--- src/rtl/mem_access_stage_pkg.sv ---
// Shared op codes, FSM encodings and store-merge helper
// for the MEM pipeline stage.
package mem_access_stage_pkg;

    localparam int DEF_DATA_W = 32;

    localparam logic [3:0] MEM_NONE = 4'd0;
    localparam logic [3:0] MEM_LB   = 4'd1;
    localparam logic [3:0] MEM_LH   = 4'd2;
    localparam logic [3:0] MEM_LW   = 4'd3;
    localparam logic [3:0] MEM_LBU  = 4'd4;
    localparam logic [3:0] MEM_LHU  = 4'd5;
    localparam logic [3:0] MEM_SB   = 4'd6;
    localparam logic [3:0] MEM_SH   = 4'd7;
    localparam logic [3:0] MEM_SW   = 4'd8;

    localparam logic [0:0] ST_IDLE   = 1'b0;
    localparam logic [0:0] ST_RMW_WR = 1'b1;

    // Replace one byte or halfword lane of a word with store data.
    function automatic logic [31:0] merge_lane(
        input logic [31:0] word,
        input logic [1:0]  lane,
        input logic        half,
        input logic [15:0] data
    );
        logic [31:0] r;
        r = word;
        if (half) begin
            if (lane[1]) r[31:16] = data;
            else         r[15:0]  = data;
        end else begin
            unique case (lane)
                2'd0: r[7:0]   = data[7:0];
                2'd1: r[15:8]  = data[7:0];
                2'd2: r[23:16] = data[7:0];
                2'd3: r[31:24] = data[7:0];
            endcase
        end
        return r;
    endfunction

endpackage

--- src/rtl/mem_access_stage_load_align_ext.sv ---
// Load lane selection with sign/zero extension.
// Purely combinational.
module load_align_ext
    import mem_access_stage_pkg::*;
(
    input  logic [31:0] i_word,
    input  logic [1:0]  i_lane,
    input  logic [3:0]  i_op,
    output logic [31:0] o_data
);

    logic [7:0]  w_byte;
    logic [15:0] w_half;

    // Pick the addressed lane, then extend per op.
    always_comb begin
        w_byte = i_word[7:0];
        unique case (i_lane)
            2'd0: w_byte = i_word[7:0];
            2'd1: w_byte = i_word[15:8];
            2'd2: w_byte = i_word[23:16];
            2'd3: w_byte = i_word[31:24];
        endcase
        w_half = i_lane[1] ? i_word[31:16] : i_word[15:0];
        o_data = i_word;
        unique case (1'b1)
            (i_op == MEM_LB):  o_data = {{24{w_byte[7]}}, w_byte};
            (i_op == MEM_LBU): o_data = {24'd0, w_byte};
            (i_op == MEM_LH):  o_data = {{16{w_half[15]}}, w_half};
            (i_op == MEM_LHU): o_data = {16'd0, w_half};
            default:           o_data = i_word;
        endcase
    end

endmodule

--- src/rtl/mem_access_stage.sv ---
// MEM stage: word memory port, sub-word loads, RMW
// sub-word stores, MEM/WB register, misalign flag.
module mem_access_stage
    import mem_access_stage_pkg::*;
#(
    parameter int DATA_W    = DEF_DATA_W,
    parameter int RF_ADDR_W = 5
) (
    input  logic                 clk,
    input  logic                 rst_n,
    input  logic                 ex_valid,
    input  logic [3:0]           ex_mem_op,
    input  logic                 ex_reg_we,
    input  logic [RF_ADDR_W-1:0] ex_rd,
    input  logic [DATA_W-1:0]    ex_result,
    input  logic [DATA_W-1:0]    ex_store_data,
    output logic                 stall_o,
    output logic                 mem_we,
    output logic [DATA_W-1:0]    mem_addr,
    output logic [DATA_W-1:0]    mem_wdata,
    input  logic [DATA_W-1:0]    mem_rdata,
    output logic                 wb_valid,
    output logic [RF_ADDR_W-1:0] wb_rd,
    output logic [DATA_W-1:0]    wb_data,
    output logic                 misalign_exc
);

    logic [0:0]        r_state;
    logic [DATA_W-1:0] r_word;
    logic [DATA_W-1:0] r_addr;
    logic [1:0]        r_lane;
    logic              r_half;
    logic [15:0]       r_sdata;

    logic              w_idle;
    logic              w_is_load;
    logic              w_is_sub;
    logic              w_is_sw;
    logic              w_mis;
    logic [DATA_W-1:0] w_load;
    logic [DATA_W-1:0] w_merge;

    assign w_idle = (r_state == ST_IDLE);

    // Classify the op and detect misalignment.
    always_comb begin
        w_is_load = 1'b0;
        w_is_sub  = 1'b0;
        w_is_sw   = 1'b0;
        w_mis     = 1'b0;
        unique case (1'b1)
            (ex_mem_op == MEM_LB),
            (ex_mem_op == MEM_LBU): w_is_load = 1'b1;
            (ex_mem_op == MEM_LH),
            (ex_mem_op == MEM_LHU): begin
                w_is_load = 1'b1;
                w_mis     = ex_result[0];
            end
            (ex_mem_op == MEM_LW): begin
                w_is_load = 1'b1;
                w_mis     = |ex_result[1:0];
            end
            (ex_mem_op == MEM_SB): w_is_sub = 1'b1;
            (ex_mem_op == MEM_SH): begin
                w_is_sub = 1'b1;
                w_mis    = ex_result[0];
            end
            (ex_mem_op == MEM_SW): begin
                w_is_sw = 1'b1;
                w_mis   = |ex_result[1:0];
            end
            default: ;
        endcase
    end

    load_align_ext u_load (
        .i_word (mem_rdata),
        .i_lane (ex_result[1:0]),
        .i_op   (ex_mem_op),
        .o_data (w_load)
    );

    assign w_merge = merge_lane(r_word, r_lane, r_half, r_sdata);

    // Memory port and stall; gated low while in reset.
    always_comb begin
        stall_o   = rst_n & w_idle & ex_valid & w_is_sub & ~w_mis;
        mem_we    = rst_n & ((w_idle & ex_valid & w_is_sw & ~w_mis)
                             | ~w_idle);
        mem_addr  = w_idle ? {ex_result[DATA_W-1:2], 2'b00} : r_addr;
        mem_wdata = w_idle ? ex_store_data : w_merge;
    end

    // FSM, RMW capture and MEM/WB register.
    always_ff @(posedge clk or negedge rst_n) begin
        if (!rst_n) begin
            r_state      <= ST_IDLE;
            r_word       <= '0;
            r_addr       <= '0;
            r_lane       <= '0;
            r_half       <= 1'b0;
            r_sdata      <= '0;
            wb_valid     <= 1'b0;
            wb_rd        <= '0;
            wb_data      <= '0;
            misalign_exc <= 1'b0;
        end else begin
            wb_valid     <= 1'b0;
            misalign_exc <= 1'b0;
            if (!w_idle) begin
                r_state <= ST_IDLE;
            end else if (ex_valid) begin
                if (w_mis) begin
                    misalign_exc <= 1'b1;
                end else if (w_is_load) begin
                    wb_valid <= ex_reg_we;
                    wb_rd    <= ex_rd;
                    wb_data  <= w_load;
                end else if (w_is_sub) begin
                    r_state <= ST_RMW_WR;
                    r_word  <= mem_rdata;
                    r_addr  <= {ex_result[DATA_W-1:2], 2'b00};
                    r_lane  <= ex_result[1:0];
                    r_half  <= (ex_mem_op == MEM_SH);
                    r_sdata <= ex_store_data[15:0];
                end else if (!w_is_sw) begin
                    wb_valid <= ex_reg_we;
                    wb_rd    <= ex_rd;
                    wb_data  <= ex_result;
                end
            end
        end
    end

endmodule

--- config.mk ---
export PLATFORM = sky130hd
export DESIGN_NAME = mem_access_stage
export DESIGN_NICKNAME = d
export VERILOG_FILES = /design/src/rtl/mem_access_stage_pkg.sv /design/src/rtl/mem_access_stage_load_align_ext.sv /design/src/rtl/mem_access_stage.sv
export SDC_FILE = /design/constraint.sdc
export NUM_CORES = 1
export LEC_CHECK = 0
export ABC_CLOCK_PERIOD_IN_PS = 4300
export CAP_MARGIN = 10
export CORE_UTILIZATION = 46
export CTS_BUF_LIST = sky130_fd_sc_hd__clkbuf_4
export CTS_CLUSTER_SIZE = 30
export DETAILED_ROUTE_END_ITERATION = 8
export GPL_TIMING_DRIVEN = 0
export PLACE_DENSITY = 0.84
export SLEW_MARGIN = 20
export SYNTH_ARGS = -nofsm -noshare
export SYNTH_HDL_FRONTEND = slang
export SYNTH_SLANG_ARGS = --single-unit
--- constraint.sdc ---
create_clock -name clk -period 4.3 [get_ports clk]
set_input_delay 0.86 -clock clk [delete_from_list [all_inputs] [get_ports clk]]
set_output_delay 0.86 -clock clk [all_outputs]
set_load 0.03 [all_outputs]
==> reports/results.ini, run 1 <==
[clock_tree]
cts_num_sinks = 121
clkLatencyLatePin_ps = 540
cts.reportedPaths.clkPinSlew_ps = 100
clk_path_buf_depth = 2
cts_made_buffers = 17
cts_setup_buffers = 0
cts_root_buffer = clkbuf_4
post_cts_resized = 0
cts-hold-fix-buffers = 0
cts.htree.levels = 4
tritoncts = yes

[timing]
drv_slew = 0
worst_slack_ps = 189
hold_viol = 0
relSlewSlack = 0.516
hold_ws_ps = 271
fmax_ghz = 0.243
finalSetupViolations = 0
tightest_slew_ps = 726
finalCriticalPeriod_ps = 4110
fin_crit_sh = 0.956
finClkSkew_ps = 10.2
grt_setup_unrepaired = no

[synth]
avgSynthCellArea_sq_um = 10.9
seq_area_frac_synth = 0.444
synth_cell_types = 50
postSynthCellCount = 629
synth_area_sq_mm = 0.00683
synth-warning-count = 0
yosys_register_bits = 121
ys.flop_type = dfrtp_1
synth-edff-count = 0
synthArstFlopShare = 1.00

[critical_path]
r2r-start = r_state
path_common_cell = clkdlybuf4s50_1
reg2reg_setup_slack_ps = 2140
path_buf_inv = 4
slowest_stage = clkdlybuf4s50_1
arrival_ps = 3250
cpLargestDelayFamily = buffers and inverters
slowest_delay_ps = 670
cp.required_ps = 3440
path_cells = clkdlybuf4s50_1 -> inv_1 -> nor4b_1 -> nor3_1 -> nand3_1 -> buf_2 -> nor2_1 -> clkdlybuf4s50_1
worstRegToRegCells = 6
cp-start-kind = primary input
endpoint_kind = output pin
crit_path_max_fanout = 10
r2r_end = r_addr[29]
crit_type = primary input to output pin

[final_layout]
fin_cells = 1052
drive_above_1_share = 0.253
fin_area_sq_mm = 0.00939
fin_nets = 967
fillers = 1201
syn_to_final_growth_pct = 37.5
fin_util = 0.646

[global_routing]
grt_pass1_vias = 5823
grt_max_degree = 68
grt_pass1_wl_um = 32100
overflow = 0
grt_usage = 0.288
antenna_found_initial = 1

[floorplan]
floorplan.initialDensity = 0.470
rows = 44
chipHeight_um = 124
core-area_sq_mm = 0.0145
boundaryPins = 214
dieArea_sq_mm = 0.0153
dieWidth_um = 124

[detailed_routing]
firstDrtPassIters = 5
ant_nets = 0
drc = 0
wirelength_um = 21000
vias = 5917
via_per_inst = 5.62
drt_iter0_drc = 486
wl_per_cell_um = 20.0

[placement]
portBuffers = 208
dp.final_hpwl_um = 16000
place_inst = 1023
pre_cts_ws_ps = 238
placedInstanceArea_sq_mm = 0.00917
gp_congestion = 0.870

[power_and_ir_drop]
p_leak_nw = 4.04
irDropWorstVdd_mv = 0.270
powerDensity_mw_per_mm2 = 389

[job]
cap_viol_max_count = 0

[run_status]
outcome = finished, final reports clean

[hold_path]
hold_class = primary input to asynchronous set/reset pin

==> how the worst max path moves through the flow <==
stage	start	to	slack [ps]	cells after the start
2_1_floorplan	ex_result[1]	stall_o	1190	7
3_3_place_gp	rst_n	mem_we	-3130	4
3_5_place_dp	ex_mem_op[3]	stall_o	240	8
4_1_cts	ex_mem_op[3]	stall_o	230	8
5_1_grt	ex_mem_op[3]	stall_o	70	8
6_report	ex_mem_op[3]	stall_o	190	8
==> per-stage QoR <==
step | setup TNS [ps] | total power, mW
6_report | 0 | 3.66
4_1_cts | 0 | 3.67
5_1_grt | 0 | 3.85
3_5_place_dp | 0 | 2.98
2_1_floorplan | 0 | 2.40
3_3_place_gp | -296620 | 2.94
==> synth_stat cells, types with 2 or more instances <==
master	count	area, sq um
o211ai_1	6	45.0
dfrtp_1	121	3030
a22oi_1	3	22.5
clkbuf_1	15	56.3
nand2_1	41	154
o221ai_1	4	35.0
nor4_1	2	12.5
mux2i_1	28	280
nor2_1	52	195
o22ai_1	14	87.6
nand3_1	4	20.0
buf_6	3	33.8
o21ai_0	13	65.1
and3_1	3	18.8
mux4_2	5	113
nor2b_1	4	25.0
nor3b_1	2	15.0
a222oi_1	5	50.1
or3b_2	4	35.0
a31oi_1	11	68.8
a21oi_1	47	235
nand3b_1	2	15.0
buf_1	3	11.3
mux2_4	3	45.0
a211oi_1	2	15.0
mux2_2	147	1660
buf_2	21	105
nand2b_1	3	18.8
buf_4	4	30.0
inv_1	32	120
a311oi_1	6	52.6
==> state kept, by name, summed over array words and instances (netlist names), 2 cells and up <==
register  flops
wb_data      32
r_sdata      16
r_addr       30
r_word       32
r_lane        2
wb_rd         5
==> cells by family (layout without fill, tap and decap cells) <==
logic type,after synthesis,after routing,synth area share
buffers and inverters,79,316,0.0528
XOR/XNOR,1,1,0.00128
AND/OR/NAND/NOR,125,125,0.0838
multiplexers,183,183,0.307
AO/OA/AOI/OAI,119,119,0.111
other,1,3,0.000549
flip-flops,121,121,0.444
==> cell usage in the layout (no fill, tap or decap), types with 2 or more instances in the layout <==
cell             instances
nand2_1                 41
a311oi_1                 6
mux2_2                 147
and3_1                   3
nor4_1                   2
nor2b_1                  4
clkdlybuf4s50_1        207
clkinv_1                 4
o22ai_1                 14
nor3b_1                  2
clkbuf_1                15
mux2_4                   3
a22oi_1                  3
clkinv_2                 3
nand2b_1                 3
buf_6                    4
a211oi_1                 2
o211ai_1                 6
a21oi_1                 47
mux2i_1                 28
dfrtp_1                121
conb_1                   2
buf_4                    4
o221ai_1                 4
or3b_2                   4
buf_1                    3
a31oi_1                 11
nor2_1                  52
inv_1                   32
o21ai_0                 13
nand3_1                  4
a222oi_1                 5
mux4_2                   5
nand3b_1                 2
clkbuf_4                21
buf_2                   21
==> power breakdown <==
part,total (mW),leakage [nW],internal (mW),switching (mW)
registers,1.58,1.44,1.41,0.169
clock network,0.689,0.127,0.291,0.399
logic,1.39,2.47,0.666,0.723
total,3.66,4.04,2.37,1.29
==> metal layers <==
layer	vias to the layer above	global-route usage	routed length, um
li1	2730	-	-
met1	2889	0.374	8610
met2	260	0.462	10100
met3	38	0.0824	1850
met4	0	0.0919	493
met5	-	0	0
==> cell type report <==
cell class | instances | area [sq um] | share of cell area
Clock inverter | 7 | 56.3 | 0.00600
Antenna cell | 1 | 2.50 | 0.000267
Buffer | 46 | 236 | 0.0252
Clock buffer | 21 | 158 | 0.0168
Inverter | 33 | 124 | 0.0132
Timing Repair Buffer | 209 | 2110 | 0.225
Sequential cell | 121 | 3030 | 0.323
Multi-Input combinational cell | 430 | 3440 | 0.367
Tap cell | 184 | 230 | 0.0245
Power figures use the tool's default switching activity.
==> run 2, diff against run 1 <==
CORE_UTILIZATION = 52   (was 46)
PLACE_DENSITY = 0.93   (was 0.84)
==> reports/results.ini, run 2 (same netlist as run 1, synthesis figures left out) <==
[final_layout]
mostFrequentLayoutCells = clkdlybuf4s50_1, mux2_2, dfrtp_1
final_common_cell = clkdlybuf4s50_1
fin_util = 0.738  ; +0.0917
syn_to_final_growth_pct = 37.5  ; about the same
largestRegisters = r_word: 32 flops, wb_data: 32 flops, r_addr: 30 flops
fin_nets = 967  ; unchanged
drive_above_1_share = 0.253  ; +0.000861

[floorplan]
core-area_sq_mm = 0.0127  ; -12%
rows = 41  ; -6.8%
dieWidth_um = 117  ; -5.9%
boundaryPins = 214  ; unchanged
floorplan.initialDensity = 0.537  ; +0.0669
dieArea_sq_mm = 0.0136  ; -11%
chipHeight_um = 117  ; -5.9%

[timing]
relSlewSlack = 0.545  ; +0.0290
tns_ps = 0  ; unchanged
tightest_slew_ps = 683  ; -43.5 ps
fin_crit_sh = 0.959  ; +0.00293
finalSetupViolations = 0  ; unchanged
drv_slew = 0  ; unchanged
finalCriticalPeriod_ps = 4120  ; +12.6 ps
finClkSkew_ps = 16.9  ; +6.76 ps
hold_viol = 0  ; unchanged
fmax_ghz = 0.243  ; -0.31%
grt_setup_unrepaired = no

[clock_tree]
clk_path_buf_depth = 2  ; unchanged
tritoncts = yes
cts_num_sinks = 121  ; unchanged
clkLatencyLatePin_ps = 570  ; +30 ps
cts_setup_buffers = 0  ; unchanged
cts.htree.levels = 4  ; unchanged
cts_root_buffer = clkbuf_4
cts_made_buffers = 17  ; unchanged
cts.reportedPaths.clkPinSlew_ps = 90  ; about the same

[critical_path]
endpoint_kind = output pin
slowest_stage = clkdlybuf4s50_1
crit_path_max_fanout = 10  ; unchanged
path_common_cell = clkdlybuf4s50_1
slowest_delay_ps = 640  ; -30 ps
crit_type = primary input to output pin
cp-start-kind = primary input
arrival_ps = 3260  ; about the same
cp.required_ps = 3440  ; about the same
path_cells = clkdlybuf4s50_1 -> inv_1 -> nor4b_1 -> nor3_2 -> nand3_1 -> buf_2 -> nor2_1 -> clkdlybuf4s50_1

[hold_path]
hold_class = primary input to asynchronous set/reset pin

[global_routing]
antenna_found_initial = 1  ; unchanged
grt_pass1_wl_um = 32500  ; +1.2%
grt_pass1_vias = 6016  ; +3.3%
grt_max_degree = 64  ; -5.9%
overflow = 0  ; unchanged
grt_usage = 0.329  ; +0.0415

[detailed_routing]
ant_nets = 0  ; unchanged
via_per_inst = 5.79  ; +3.0%
drc = 0  ; unchanged
drt-met1-wl_um = 8300  ; -3.7%
drt_iter0_drc = 560  ; +15%
routed-wl-met3_um = 2120  ; +15%
vias = 6029  ; +1.9%
firstDrtPassIters = 5  ; unchanged
dr.max_layer_used = met4
wl_per_cell_um = 20.9  ; +4.4%
met2_wirelength_um = 10400  ; +3.3%
wirelength_um = 21700  ; +3.3%

[power_and_ir_drop]
finalPower_mw = 3.69  ; +0.97%
powerDensity_mw_per_mm2 = 393  ; +1.0%
irDropWorstVdd_mv = 0.290  ; +7.7%
p_leak_nw = 4.04  ; about the same

[run_status]
outcome = finished, final reports clean

[job]
cap_viol_max_count = 0  ; unchanged

[placement]
dp.final_hpwl_um = 16400  ; +2.6%
gp_congestion = 0.941  ; +8.2%
portBuffers = 208  ; unchanged

## run 2: changes by cell type in the layout (fill, tap and decap cells not counted)
cell,previous run,this run
clkbuf_4,21,22
clkinv_1,4,5
clkinv_2,3,2
nor3_1,1,0
nor3_2,0,1
## run 2: through the flow
step	cells	setup slack [ps]	instance area (sq um)	hold WS, ps
after CTS	1040	207	9380	258
final	1041	177	9380	262
after floorplan	630	1190	6830	474
after detailed placement	1011	192	9160	490
after global placement	1010	-3200	9130	480
after global routing	1041	27.2	9380	281
## run 2: layout make-up
cell class | count | area (sq um)
sequential | 121 | 3030
buffer | 46 | 236
clock buffer | 22 | 165
tap | 172 | 215
multi-input combinational | 430 | 3450
fill | 899 | 3340
antenna | 1 | 2.50
inverter | 33 | 124
clock inverter | 7 | 55.1
timing repair buffer | 209 | 2110
## run 2: routing by layer
layer / vias to the layer above / track usage
li1: 2721 / -
met1: 2892 / 0.395
met2: 348 / 0.538
met3: 68 / 0.0996
met4: 0 / 0.167
met5: - / 0
## run 2: worst max-delay path: cells and delay by family
family	cells	cell delay, ps
buf+inv	4	1680
simple gates	4	710
## run 2: repair_timing
item                                    in CTS  in global routing
endpoints found under the setup margin       0                  1
hold buffers                                 0                  0
resized for setup                            0                  1
## run 2: path summary, 6_finish.rpt
check                             startpoint  cells past startpoint    endpoint  slack, ps
worst max register to register       r_state                      6  r_addr[25]       2130
worst min-delay path                   rst_n                      1   r_addr[2]        260
worst max-delay path            ex_mem_op[3]                      8     stall_o        180
worst min register to register    r_addr[27]                      1  r_addr[27]        510
max in group asynchronous              rst_n                      2    wb_rd[0]       3340
min in group clk                  r_addr[27]                      1  r_addr[27]        510
## run 2: power by group
part / internal (mW) / leakage (nW) / total, mW / switching (mW)
clock: 0.299 / 0.129 / 0.700 / 0.400
combinational: 0.666 / 2.47 / 1.40 / 0.735
sequential: 1.41 / 1.44 / 1.59 / 0.181
==> RTL edit, RTL diff (flow settings as in run 1) <==
Make the reset (`rst_n`) synchronous in one clocked block.
--- a/src/rtl/mem_access_stage.sv
+++ b/src/rtl/mem_access_stage.sv
@@ -93,5 +93,5 @@
 
     // FSM, RMW capture and MEM/WB register.
-    always_ff @(posedge clk or negedge rst_n) begin
+    always_ff @(posedge clk) begin
         if (!rst_n) begin
             r_state      <= ST_IDLE;
Behaviour: not the same (a bounded check fails within 4 cycles, from zero or initial values and one cycle with rst_n low; the reset may be asserted at any time).
==> RTL edit against run 1 <==
Routed wire length is 15% higher. Utilization is 1.2 points higher. Count of clock-buffer cells in the layout is 1 lower. Total power is 29% lower. Final cell count is 21% higher. Register-to-register slack worse by 0.03 ns. Sequential cell count stayed put. Cell area is 1.7% lower. Setup slack worse by 0.046 ns. Largest power group unchanged. Area after synthesis is 2.2% lower.
==> RTL edit: results (changes against run 1) <==
metric,value,unit,change
run_status,"finished, final reports clean",,
htree_levels,4,,unchanged
drv_cap,0,,unchanged
synth_area_leaders,"dfxtp_1 (36%), nand2_1 (11%), a21boi_0 (9.8%), mux2_2 (5.4%), a21oi_1 (4.2%)",,
antenna_found_initial,0,,-1
timing.final.ws_setup,0.143,ns,-0.0462 ns
hpwl,18.5,mm,+16%
cts_inserted_buffers,17,,unchanged
cts_setup_buffers,0,,unchanged
clk_latency,0.55,ns,
yosysSeqAreaShare,36.3,%,-8.1 points
leakagePower,3.38,nW,-16%
synthDistinctLibCells,55,,+10%
synthArstFlopShare,0,%,-100 points
io_buffers,209,,+0.48%
final_layout_size_suffix_gt1_share,9.20,%,-16 points
hp-class,flop to flop,,
fin_skew,0.0126,ns,+0.00240 ns
largest_registers,"r_word (32), wb_data (32), r_addr (30)",,
slew_headroom,46.7,%,-4.9 points
crit_path_max_incr_delay,0.61,ns,-0.06 ns
hp-start,r_addr[16],,
dr.pass1.iters,6,,+1
regToRegSetupSlack,2.11,ns,-0.03 ns
detailed_place.area,9000,um^2,-1.9%
holdPathStages,2,,
ys.warnings.count,0,,unchanged
cp.depth,5,,-3
wl_per_cell,19.1,um,-4.4%
syn_avg_cell_area,7.88,um^2,-27%
crit_family,buffers and inverters,,
crit_fanout,10,,unchanged
synth_area_leader_cell,dfxtp_1,,
grtUsageTotal,32.4,%,+3.6 points
fin_cells,1268,,+21%
yosys-top-cells-count,"nand2_1 (188), dfxtp_1 (121), a21boi_0 (87), nor2_1 (64), a21oi_1 (56)",,
drt_iter0_drc,911,,+87%
grt_max_degree,20,,-71%
place_congestion,0.985,,+13%
worstPathArrival,3.30,ns,+0.05 ns
clk_path_buf_depth,2,,unchanged
first_global_vias,6641,,+14%
clk_pin_slew,0.10,ns,about the same
crit_start,r_state,,
final_nets,1184,,+22%
dr_total_vias,7230,,+22%
crit_slowest_cell,clkdlybuf4s50_1,,
fill_cells,1219,,+1.5%
dp_slack,-0.189,ns,-0.427 ns
irDropWorstVdd,0.165,mV,-39%
cts_root_buffer,clkbuf_4,,
grt_pass1_wl,36.5,mm,+14%
[RTL edit: cell count changes after synthesis, sizes merged, moves of 18 or more]
cell	change
o31ai	+22
a21boi	+87
clkbuf	+26
dfxtp	+121
o21ai	+22
nand2	+147
mux2	-118
dfrtp	-121
nand3	+18
[RTL edit: final cells by class]
type                       count  area [um^2]  share of cell area [%]
tap                          180          225                    2.44
inverter                      19         71.3                   0.772
clock buffer                  20          150                    1.63
antenna                        1         2.50                  0.0271
multi-input combinational    638         3850                    41.7
clock inverter                11         82.6                   0.894
sequential                   121         2420                    26.2
timing repair buffer         209         2090                    22.7
buffer                        69          333                    3.60
[RTL edit: logic make-up after synthesis]
group,count (synthesis),synth area share (%)
compound gates,256,26.9
xor+xnor,1,0.131
buf+inv,89,6.05
flops,121,36.3
mux,62,10.5
other cells,1,0.0562
simple gates,317,20.0
[RTL edit: final timing paths]
kind / endpoint
worst min-delay path: r_addr[16]
worst max-delay path: mem_wdata[6]
worst max register to register: r_word[28]
worst min register to register: r_addr[16]
[RTL edit: power breakdown]
group | internal (mW) | total [mW] | switching (mW) | leakage, nW
logic | 0.307 | 0.698 | 0.391 | 2.26
clock network | 0.292 | 0.715 | 0.423 | 0.136
registers | 1.16 | 1.19 | 0.0259 | 0.983
[RTL edit: metal layers]
layer | vias to the layer above | track usage [%] | wire, um
met5 | - | 0 | 0
met4 | 0 | 11.6 | 674
met3 | 63 | 8.92 | 2640
met2 | 425 | 51.3 | 11000
met1 | 3332 | 42.0 | 9940
li1 | 3410 | - | -
[RTL edit: repair_timing]
| item | in CTS | in global routing |
|---|---|---|
| endpoints found under the hold margin | 0 | 0 |
| endpoints found under the setup margin | 1 | 2 |
| hold buffers | 0 | 0 |
| gates resized for setup | 1 | 4 |
[RTL edit: worst reg2reg max path, delay by kind of cell (launching register included)]
kind,cells,cell delay [ns]
flip-flops,1,0.41
buffers and inverters,1,0.46
AO/OA/AOI/OAI,1,0.09
AND/OR/NAND/NOR,3,1.13
[RTL edit: per-stage QoR]
stage / hold WS [ns] / setup TNS (ns) / power (mW)
2_1_floorplan: 0.440 / 0 / 1.57
6_report: 0.467 / 0 / 2.60
3_5_place_dp: 0.456 / -0.189 / 1.90
5_1_grt: 0.487 / 0 / 2.70
4_1_cts: 0.471 / 0 / 2.60
3_3_place_gp: 0.446 / -0.244 / 1.90
